## config.mk

```make
export PLATFORM = sky130hd
export DESIGN_NAME = queue_param_fifo
export DESIGN_NICKNAME = d
export VERILOG_FILES = /design/src/rtl/queue_param_fifo_pkg.sv /design/src/rtl/queue_fifo_ptr_ctrl.sv /design/src/rtl/queue_param_fifo.sv
export SDC_FILE = /design/constraint.sdc
export NUM_CORES = 1
export LEC_CHECK = 0
export CORE_MARGIN = 2
export CORE_UTILIZATION = 40
export CTS_CLUSTER_SIZE = 40
export DETAILED_ROUTE_END_ITERATION = 10
export HOLD_SLACK_MARGIN = 0.05
export PLACE_DENSITY = 0.69
export SYNTH_ARGS = -nofsm -noshare
export SYNTH_HDL_FRONTEND = slang
export SYNTH_SLANG_ARGS = --single-unit
```

## constraint.sdc

```tcl
create_clock -name clk -period 5.2 [get_ports clk]
set_input_delay 1.04 -clock clk [delete_from_list [all_inputs] [get_ports clk]]
set_output_delay 1.04 -clock clk [all_outputs]
set_load 0.1 [all_outputs]
```

## src/rtl/queue_param_fifo_pkg.sv

```systemverilog
// Shared definitions for the parametrised queue family: count width,
// error-bit indices and the wrapping pointer increment.
package queue_param_fifo_pkg;

  localparam int QF_ERR_OVF = 0;
  localparam int QF_ERR_UDF = 1;

  // Occupancy needs one more bit than a pointer so that "full" is representable.
  function automatic int qf_cnt_w(input int bits);
    return bits + 1;
  endfunction

  // Explicit wrap keeps non-power-of-two depths correct.
  function automatic int unsigned qf_ptr_inc(input int unsigned ptr,
                                             input int unsigned size);
    return (ptr == size - 32'd1) ? 32'd0 : ptr + 32'd1;
  endfunction

endpackage

```

## src/rtl/queue_fifo_ptr_ctrl.sv

```systemverilog
// Head/tail/count bookkeeping, request acceptance and status flags for the FIFO.
// Optional sticky error flags are built when QUEUE_PARAM_FIFO_ERR_EN is defined.
module queue_fifo_ptr_ctrl
  import queue_param_fifo_pkg::*;
#(
  parameter int BITS     = 2,
  parameter int SIZE     = 4,
  parameter int AF_LEVEL = 3
) (
  input  logic                      clk,
  input  logic                      rst,
  input  logic                      in_push,
  input  logic                      in_pop,
  output logic [BITS-1:0]           out_head,
  output logic [BITS-1:0]           out_tail,
  output logic                      out_wr_en,
  output logic                      out_empty,
  output logic                      out_full,
  output logic                      out_almost_full,
  output logic [qf_cnt_w(BITS)-1:0] out_count
`ifdef QUEUE_PARAM_FIFO_ERR_EN
  ,
  output logic [1:0]                out_err
`endif
);

  localparam int CW = qf_cnt_w(BITS);

  logic [BITS-1:0] r_head;
  logic [BITS-1:0] r_tail;
  logic [CW-1:0]   r_count;
  logic [BITS-1:0] w_head_nxt;
  logic [BITS-1:0] w_tail_nxt;
  logic            w_push_acc;
  logic            w_pop_acc;

  // Flags come from the registered count only.
  assign out_empty       = (r_count == '0);
  assign out_full        = (r_count == CW'(SIZE));
  assign out_almost_full = (r_count >= CW'(AF_LEVEL));

  // A pop frees the slot this cycle, so a full FIFO may still accept a push.
  assign w_push_acc = in_push & (~out_full | in_pop);
  assign w_pop_acc  = in_pop & ~out_empty;

  assign w_head_nxt = BITS'(qf_ptr_inc(32'(r_head), SIZE));
  assign w_tail_nxt = BITS'(qf_ptr_inc(32'(r_tail), SIZE));

  always_ff @(posedge clk or posedge rst) begin
    if (rst) begin
      r_head  <= '0;
      r_tail  <= '0;
      r_count <= '0;
    end else begin
      if (w_pop_acc)  r_head <= w_head_nxt;
      if (w_push_acc) r_tail <= w_tail_nxt;
      case ({w_push_acc, w_pop_acc})
        2'b10:   r_count <= r_count + CW'(1);
        2'b01:   r_count <= r_count - CW'(1);
        default: r_count <= r_count;
      endcase
    end
  end

  assign out_head  = r_head;
  assign out_tail  = r_tail;
  assign out_wr_en = w_push_acc;
  assign out_count = r_count;

`ifdef QUEUE_PARAM_FIFO_ERR_EN
  logic [1:0] r_err;

  always_ff @(posedge clk or posedge rst) begin
    if (rst) begin
      r_err <= '0;
    end else begin
      if (in_push & ~w_push_acc) r_err[QF_ERR_OVF] <= 1'b1;
      if (in_pop & out_empty)    r_err[QF_ERR_UDF] <= 1'b1;
    end
  end

  assign out_err = r_err;
`endif

endmodule

```

## src/rtl/queue_param_fifo.sv

```systemverilog
// Parametrised first-word-fall-through FIFO: storage array plus pointer control.
// Define QUEUE_PARAM_FIFO_ERR_EN to add the sticky out_err overflow/underflow port.
module queue_param_fifo
  import queue_param_fifo_pkg::*;
#(
  parameter int BITS     = 2,
  parameter int SIZE     = 4,
  parameter int WIDTH    = 32,
  parameter int AF_LEVEL = 3
) (
  input  logic                      clk,
  input  logic                      rst,
  input  logic                      in_push,
  input  logic [WIDTH-1:0]          in_wr_data,
  input  logic                      in_pop,
  output logic [WIDTH-1:0]          out_rd_data,
  output logic                      out_empty,
  output logic                      out_full,
  output logic                      out_almost_full,
  output logic [qf_cnt_w(BITS)-1:0] out_count
`ifdef QUEUE_PARAM_FIFO_ERR_EN
  ,
  output logic [1:0]                out_err
`endif
);

  logic [WIDTH-1:0] r_mem [SIZE];
  logic [BITS-1:0]  w_head;
  logic [BITS-1:0]  w_tail;
  logic             w_wr_en;

  queue_fifo_ptr_ctrl #(
    .BITS     (BITS),
    .SIZE     (SIZE),
    .AF_LEVEL (AF_LEVEL)
  ) u_ptr_ctrl (
    .clk             (clk),
    .rst             (rst),
    .in_push         (in_push),
    .in_pop          (in_pop),
    .out_head        (w_head),
    .out_tail        (w_tail),
    .out_wr_en       (w_wr_en),
    .out_empty       (out_empty),
    .out_full        (out_full),
    .out_almost_full (out_almost_full),
    .out_count       (out_count)
`ifdef QUEUE_PARAM_FIFO_ERR_EN
    ,
    .out_err         (out_err)
`endif
  );

  always_ff @(posedge clk or posedge rst) begin
    if (rst) begin
      for (int i = 0; i < SIZE; i++) r_mem[i] <= '0;
    end else if (w_wr_en) begin
      r_mem[w_tail] <= in_wr_data;
    end
  end

  // Head entry straight from storage; writes land a cycle later, so no bypass.
  assign out_rd_data = r_mem[w_head];

endmodule

```

==> results of run 1 <==
==> worst min-delay path by stage <==
stage                     cells past startpoint       start         end
after floorplan                               1   r_mem[32]   r_mem[32]
after global placement                        1   r_mem[45]   r_mem[45]
after detailed placement                      1   r_mem[41]   r_mem[41]
after CTS                                     1   r_mem[41]   r_mem[41]
after global routing                          1  r_mem[109]  r_mem[109]
final                                         1   r_mem[41]   r_mem[41]
==> cell usage after synthesis <==
| library cell | instances | share of area (%) |
|---|---|---|
| dfrtp_1 | 135 | 56 |
| mux2_2 | 132 | 25 |
| mux4_2 | 32 | 12 |
| buf_6 | 12 | 2.2 |
| inv_1 | 7 | 0.44 |
| nor2_1 | 7 | 0.44 |
| ha_1 | 6 | 1.2 |
| buf_2 | 4 | 0.33 |
| clkbuf_1 | 4 | 0.25 |
| nand2_1 | 4 | 0.25 |
| nand2b_1 | 2 | 0.21 |
| xor2_1 | 2 | 0.29 |
| a21o_1 | 1 | 0.12 |
| and3_1 | 1 | 0.10 |
| fa_1 | 1 | 0.33 |
| mux2i_1 | 1 | 0.17 |
| nor3_1 | 1 | 0.083 |
| nor4b_4 | 1 | 0.40 |
| xnor2_1 | 1 | 0.15 |
==> final cells by class <==
type | instances | area [sq um] | area share (%)
well taps | 184 | 230 | 3.06
inverters | 7 | 31.3 | 0.416
multi-input cells | 192 | 2460 | 32.8
repair buffers | 76 | 753 | 10.0
flip-flops and latches | 135 | 3380 | 45.0
clock buffers | 25 | 515 | 6.86
clock inverters | 7 | 138 | 1.83
==> metrics by stage <==
stage	std cells	cell area [sq um]	hold WS, ps	utilization (%)
detailed placement	594	6860	491	47.0
CTS	626	7510	502	51.5
floorplan	354	6010	475	-
finish	626	7510	500	51.5
global route	626	7510	518	51.5
global placement	594	6860	483	47.0
==> cell families (layout without fill, tap and decap cells) <==
group,after synthesis,after routing,synth area share (%)
muxes,165,165,36.9
buffers and inverters,27,115,3.27
DFF,135,135,56.2
AOI/OAI and AO/OA,1,1,0.125
and+or+nand+nor,16,16,1.48
adders and majority gates,7,7,1.58
xor gates and xnor gates,3,3,0.437
==> worst max-delay path: stages, from the launching register on <==
cell and delay [ps]:
dfrtp_2 700, buf_4 350, mux4_2 550, clkdlybuf4s50_1 980
==> routing by layer <==
metal / GRT usage [%] / up-vias
li1: - / 1455
met1: 20.8 / 1719
met2: 25.1 / 72
met3: 5.44 / 6
met4: 4.46 / 0
met5: 0 / -
==> sequential cells by signal (all words and copies together), names as in the netlist <==
signal	cells
r_mem	128
u_ptr_ctrl.out_count	3
u_ptr_ctrl.out_head	2
u_ptr_ctrl.out_tail	2
==> results.ini, run 1 <==
[run_status]
status=completed

[layout]
final_cell_mix=dfrtp_1 (133), mux2_2 (132), clkdlybuf4s50_1 (73)
area_delta_synth_final_pct=25.0
final_nets=472
num_antenna_cells=0
final_common_cell=dfrtp_1
drive_gt1_share_pct=46.4
num-fill-cells=1163

[critical_path]
r2r_start=u_ptr_ctrl.out_count[1]
reg2reg_to=u_ptr_ctrl.out_count[2]
worstPathRequired_ps=4160
endpoint=out_rd_data[1]
cp.arrival_ps=3000
crit_start=u_ptr_ctrl.out_head[0]
reg2regPathDepth=8
endpoint_kind=primary output
cp-start-kind=register
reg2reg_slack_ps=2720
worst-setup-path-type=reg -> out
worstPathMaxFanout=15

[cts]
ctsHoldBuffers=0
cts_max_level=4
clock_latency_ps=400
cts_resized=0
cts_tree=yes
clock_path_buffers=2
root_buffer=clkbuf_16
numClockSinks=135
clk_pin_slew_ps=60
cts_setup_buffers=0
cts_inserted_buffers=17

[die]
dieWidth_um=127
num_rows=44
pin_count=74
coreArea_sq_um=14600
die-area_sq_um=16000
floorplan.initialDensity_pct=41.2
die_h_um=127

[grt]
grt_pass1_wl_mm=19.4
grt_max_degree=109
antenna_found_initial=0
grt_pass1_vias=3639
overflow=0
grt_usage_pct=15.8

[synth]
syn_nets=397
ys_seq_area_share_pct=56.2
yosysWarnings=0
synthCells=354
avgSynthCellArea_sq_um=17.0
synth_area_sq_um=6010
ys_types=19
synth-seq-cells=135

[drt]
routed_via_density=5.19
avgRoutedWirePerCell_um=18.5
via_count=3252
routed_wl_mm=11.6
wl_met1_mm=5.21
wl_met2_mm=5.72
dr_wl_met3_um=571
drt-pass1-iter-count=4
drtIter0Drc=128
top_layer=met4
ant_nets=0
remaining_drc_errors=0

[place]
gp_congestion=0.709
dpl_worst_slack_ps=1530
io_buffers=73
dp_hpwl_mm=7.10

[sta]
finalHoldViolCount=0
worst_slack_ps=1160
tightest_slew_ps=1160
min_period_ps=4040
slew_viol_final=0
relSlewSlack_pct=22.4
final.setup.tns_ps=0
fin_skew_ps=5.99
min_period_over_period_pct=77.6
setup_viol=0
rsz0062_at_grt=no
fmax_mhz=248

[flow_run]
cap_violations=0

[min_path]
hold_path.class=reg -> reg

Power of run 1 is not shown: default switching activity piles up to over one toggle a cycle in this logic, so the estimate is an artifact.
==> inputs of run 2 (changes only) <==
--- a/config.mk
+++ b/config.mk
@@ -10,7 +10,7 @@
 export CTS_CLUSTER_SIZE = 40
 export DETAILED_ROUTE_END_ITERATION = 10
 export HOLD_SLACK_MARGIN = 0.05
-export PLACE_DENSITY = 0.69
+export PLACE_DENSITY = 0.71
 export SYNTH_ARGS = -nofsm -noshare
 export SYNTH_HDL_FRONTEND = slang
 export SYNTH_SLANG_ARGS = --single-unit
==> constraint.sdc (replaced) <==
create_clock -name clk -period 3.67 [get_ports clk]
set_input_delay 0.734 -clock clk [delete_from_list [all_inputs] [get_ports clk]]
set_output_delay 0.734 -clock clk [all_outputs]
set_load 0.1 [all_outputs]
==> run 2 against run 1 <==
  * Highest routed layer unchanged
  * Sequential share of layout area increased by 0.25 points
  * First-iteration DRC count increased by 10%
  * Final cell count increased by 1.3%
  * Wire length increased by 2.6%
  * Critical path type unchanged
  * Critical path depth unchanged
==> results.ini, run 2 (same netlist as run 1, synthesis figures left out) <==
[cts]
cts_setup_buffers=0  ; unchanged
cts_inserted_buffers=17  ; unchanged
clk_pin_slew_ps=60  ; about the same
clock_latency_ps=410  ; about the same
root_buffer=clkbuf_16
cts_max_level=4  ; unchanged
numClockSinks=135  ; unchanged
ctsHoldBuffers=0  ; unchanged
cts_tree=yes
cts_resized=0  ; unchanged
clock_path_buffers=2  ; unchanged

[drt]
drt-pass1-iter-count=4  ; unchanged
ant_nets=0  ; unchanged
routed_via_density=5.16  ; -0.65%
remaining_drc_errors=0  ; unchanged
avgRoutedWirePerCell_um=18.7  ; +1.3%
via_count=3272  ; +0.62%
routed_wl_mm=11.9  ; +2.6%
drtIter0Drc=141  ; +10%

[critical_path]
reg2reg_slack_ps=1390  ; -1330 ps
cp.arrival_ps=2320  ; -680 ps
endpoint_kind=primary output
worstPathMaxFanout=20  ; +5
cp_num_buf_inv=2  ; unchanged
critPathMaxStageDelay_ps=810  ; -170 ps
worst-setup-path-type=reg -> out
path_cells=buf_12, mux4_2, buf_4
slowest_stage=dfrtp_2
reg2reg_to=u_ptr_ctrl.out_count[2]
worstPathRequired_ps=2940  ; -1220 ps
cp-start-kind=register
reg2regPathDepth=9  ; +1
r2r_start=u_ptr_ctrl.out_count[0]
critical_path.top_delay_family=flip-flops

[grt]
grt_max_degree=66  ; -39%
grt_usage_pct=16.2  ; +0.38 points
overflow=0  ; unchanged
grt_pass1_vias=3700  ; +1.7%
grt_pass1_wl_mm=19.6  ; +1.2%
antenna_found_initial=0  ; unchanged

[sta]
setup_viol=0  ; unchanged
fin_skew_ps=5.29  ; -0.702 ps
min_period_over_period_pct=83.2
slew_viol_final=0  ; unchanged
fmax_mhz=328
rsz0062_at_grt=no
finalHoldViolCount=0  ; unchanged
tightest_slew_ps=983  ; -177 ps
relSlewSlack_pct=34.2  ; +12 points
final.setup.tns_ps=0  ; unchanged
min_period_ps=3050

[layout]
num_antenna_cells=0  ; unchanged
final_common_cell=dfrtp_1
final_nets=481  ; +1.9%
top_register=r_mem
drive_gt1_share_pct=55.1  ; +8.7 points
area_delta_synth_final_pct=24.3
final_cell_mix=dfrtp_1 (133), mux2_2 (132), buf_4 (45)
largest_register_ffs=128  ; unchanged

[die]
floorplan.initialDensity_pct=41.2  ; unchanged
die_h_um=127  ; unchanged
coreArea_sq_um=14600  ; unchanged
dieWidth_um=127  ; unchanged
pin_count=74  ; unchanged
num_rows=44  ; unchanged
die-area_sq_um=16000  ; unchanged

[run_status]
status=completed

[place]
io_buffers=73  ; unchanged
dp_hpwl_mm=7.73  ; +8.8%
gp_congestion=0.721  ; +1.7%

[min_path]
hold_path.class=reg -> reg
hold_depth=1  ; unchanged
min-delay-start=r_mem[10]
holdPathEnd=r_mem[10]

[flow_run]
cap_violations=0  ; unchanged

## run 2: routing by layer
metal	track usage, %	vias to the layer above	part of all wire [%]
met5	0	-	0
met4	5.82	0	1.4
met3	5.23	12	4.6
met2	26.5	65	51
met1	20.2	1724	43
li1	-	1471	-
## run 2: final cells by class
class | count | area, sq um
sequential | 135 | 3380
multi-input combinational | 192 | 2470
tap | 184 | 230
fill | 1221 | 7120
clock inverter | 10 | 153
inverter | 7 | 30.0
timing repair buffer | 85 | 758
clock buffer | 21 | 450
## run 2: metrics by stage
stage / setup WS (ps) / instances / utilization, % / cell area (sq um) / hold slack (ps)
2_1_floorplan: 231 / 354 / - / 6020 / 475
3_3_place_gp: 738 / 603 / 47.1 / 6870 / 484
3_5_place_dp: 702 / 603 / 47.1 / 6870 / 491
4_1_cts: 529 / 634 / 51.2 / 7470 / 503
5_1_grt: 460 / 634 / 51.2 / 7470 / 511
6_report: 617 / 634 / 51.2 / 7470 / 499
## run 2: worst max path at each step
stage	slack (ps)	end	from	depth (start not counted)
floorplan	230	u_ptr_ctrl.out_count[2]	u_ptr_ctrl.out_count[0]	9
global placement	740	u_ptr_ctrl.out_count[2]	in_pop	10
detailed placement	700	u_ptr_ctrl.out_count[2]	in_pop	10
CTS	530	out_rd_data[6]	u_ptr_ctrl.out_head[0]	3
global route	460	out_rd_data[6]	u_ptr_ctrl.out_head[0]	3
finish	620	out_rd_data[22]	u_ptr_ctrl.out_head[0]	3
Power of run 2 is left out for the same reason.
==> inputs of run 3 (changes only) <==
==> constraint.sdc (replaced) <==
create_clock -name clk -period 2.6 [get_ports clk]
set_input_delay 0.52 -clock clk [delete_from_list [all_inputs] [get_ports clk]]
set_output_delay 0.52 -clock clk [all_outputs]
set_load 0.1 [all_outputs]
==> run 3 against run 2 <==
  * Die area stayed put
  * First-iteration DRC count is 0.71% lower
  * Via count is 2.2% higher
  * Register-to-register slack worse by 830 ps
  * Utilization is 3.5 points higher
  * Sequential share of layout area is 2.9 points lower
  * Flip-flop and latch count stayed put
  * Count of clock-buffer cells in the layout is 1 higher
  * Critical endpoint is now out_rd_data[18]
  * Largest cell class unchanged
==> results.ini, run 3 (same netlist as run 1, synthesis figures left out) <==
[run_status]
status=completed

[critical_path]
endpoint_kind=primary output
worstPathMaxFanout=15  ; -25%
worstPathRequired_ps=2080  ; -860 ps
worst-setup-path-type=reg -> out
cp-start-kind=register
cp.arrival_ps=1900  ; -420 ps

[grt]
grt_max_degree=37  ; -44%
grt_pass1_wl_mm=19.5  ; -0.49%
overflow=0  ; unchanged
grt_usage_pct=16.1  ; -0.039 points
antenna_found_initial=0  ; unchanged
grt_pass1_vias=3805  ; +2.8%

[layout]
top_register=r_mem
final_common_cell=mux2_2
num_antenna_cells=0  ; unchanged
design_area_sq_um=7990  ; +6.9%
largest_register_ffs=128  ; unchanged
num-fill-cells=1157  ; -5.2%
final_nets=486  ; +1.0%
instances_no_fill=639  ; +0.79%
regArea_sq_um=3380  ; +0.11%
area_delta_synth_final_pct=32.9
drive_gt1_share_pct=58.2  ; +3.1 points
final_cell_mix=mux2_2 (132), dfrtp_1 (130), buf_12 (40)
multi_input_area_sq_um=2500  ; +1.1%

[die]
floorplan.initialDensity_pct=41.2  ; unchanged
die-area_sq_um=16000  ; unchanged
coreArea_sq_um=14600  ; unchanged
pin_count=74  ; unchanged
die_h_um=127  ; unchanged
num_rows=44  ; unchanged
dieWidth_um=127  ; unchanged

[sta]
worst_slack_ps=175  ; -442 ps
min_period_over_period_pct=93.3
setup_viol=0  ; unchanged
slew_viol_final=0  ; unchanged
finalHoldViolCount=0  ; unchanged
fmax_mhz=412
rsz0062_at_grt=no
min_period_ps=2420
relSlewSlack_pct=54.5  ; +20 points
fin_skew_ps=5.89  ; +0.602 ps
final.setup.tns_ps=0  ; unchanged
tightest_slew_ps=681  ; -302 ps

[drt]
ant_nets=0  ; unchanged
remaining_drc_errors=0  ; unchanged
via_count=3344  ; +2.2%
drtIter0Drc=140  ; -0.71%
routed_wl_mm=11.7  ; -1.1%
drt-pass1-iter-count=4  ; unchanged
avgRoutedWirePerCell_um=18.4  ; -1.9%
routed_via_density=5.23  ; +1.4%

[cts]
clk_pin_slew_ps=60  ; about the same
cts_max_level=4  ; unchanged
clock_latency_ps=410  ; about the same
cts_setup_buffers=0  ; unchanged
root_buffer=clkbuf_16
clock_path_buffers=2  ; unchanged
cts_tree=yes
cts_resized=0  ; unchanged
numClockSinks=135  ; unchanged
ctsHoldBuffers=0  ; unchanged
cts_inserted_buffers=17  ; unchanged

[place]
dpl_cell_area_sq_um=7400  ; +7.8%
io_buffers=73  ; unchanged
gp_congestion=0.724  ; +0.42%
dpl_worst_slack_ps=38.2  ; -664 ps
dp_cells=608  ; +0.83%
dp_hpwl_mm=7.93  ; +2.6%

[min_path]
hold_path.class=reg -> reg

[flow_run]
cap_violations=0  ; unchanged

[run 3: stage by stage]
| step | util [%] | hold WS [ps] |
|---|---|---|
| 5_1_grt | 54.8 | 513 |
| 2_1_floorplan | - | 475 |
| 3_5_place_dp | 50.8 | 491 |
| 4_1_cts | 54.8 | 503 |
| 3_3_place_gp | 50.8 | 483 |
| 6_report | 54.8 | 500 |
[run 3: layer usage]
layer	part of all wire (%)	wire, um	track usage, %
met3	3.9	459	5.48
met5	0	0	0
met1	43	5090	20.5
met2	51	5990	25.9
met4	1.8	213	5.82
[run 3: worst paths after layout]
kind	startpoint	to	slack (ps)	cells past startpoint
worst max-delay path	u_ptr_ctrl.out_head[0]	out_rd_data[18]	180	3
worst min-delay path	r_mem[1]	r_mem[1]	500	1
worst max register to register	u_ptr_ctrl.out_count[1]	u_ptr_ctrl.out_count[2]	560	8
worst min register to register	r_mem[1]	r_mem[1]	500	1
max in group asynchronous	rst	r_mem[24]	1450	3
min in group asynchronous	rst	r_mem[97]	560	2
[run 3: area by class of cell]
type / count / area share (%)
well taps: 184 / 2.88
clock buffers: 22 / 6.06
clock inverters: 9 / 1.24
repair buffers: 90 / 15.8
inverters: 7 / 0.376
flip-flops and latches: 135 / 42.4
multi-input cells: 192 / 31.2
[run 3: worst max-delay path, cell delays in order (launching register included)]
cell and delay [ps]:
dfrtp_2 380, buf_4 310, mux4_2 600, buf_12 190
Power of run 3 is left out for the same reason.
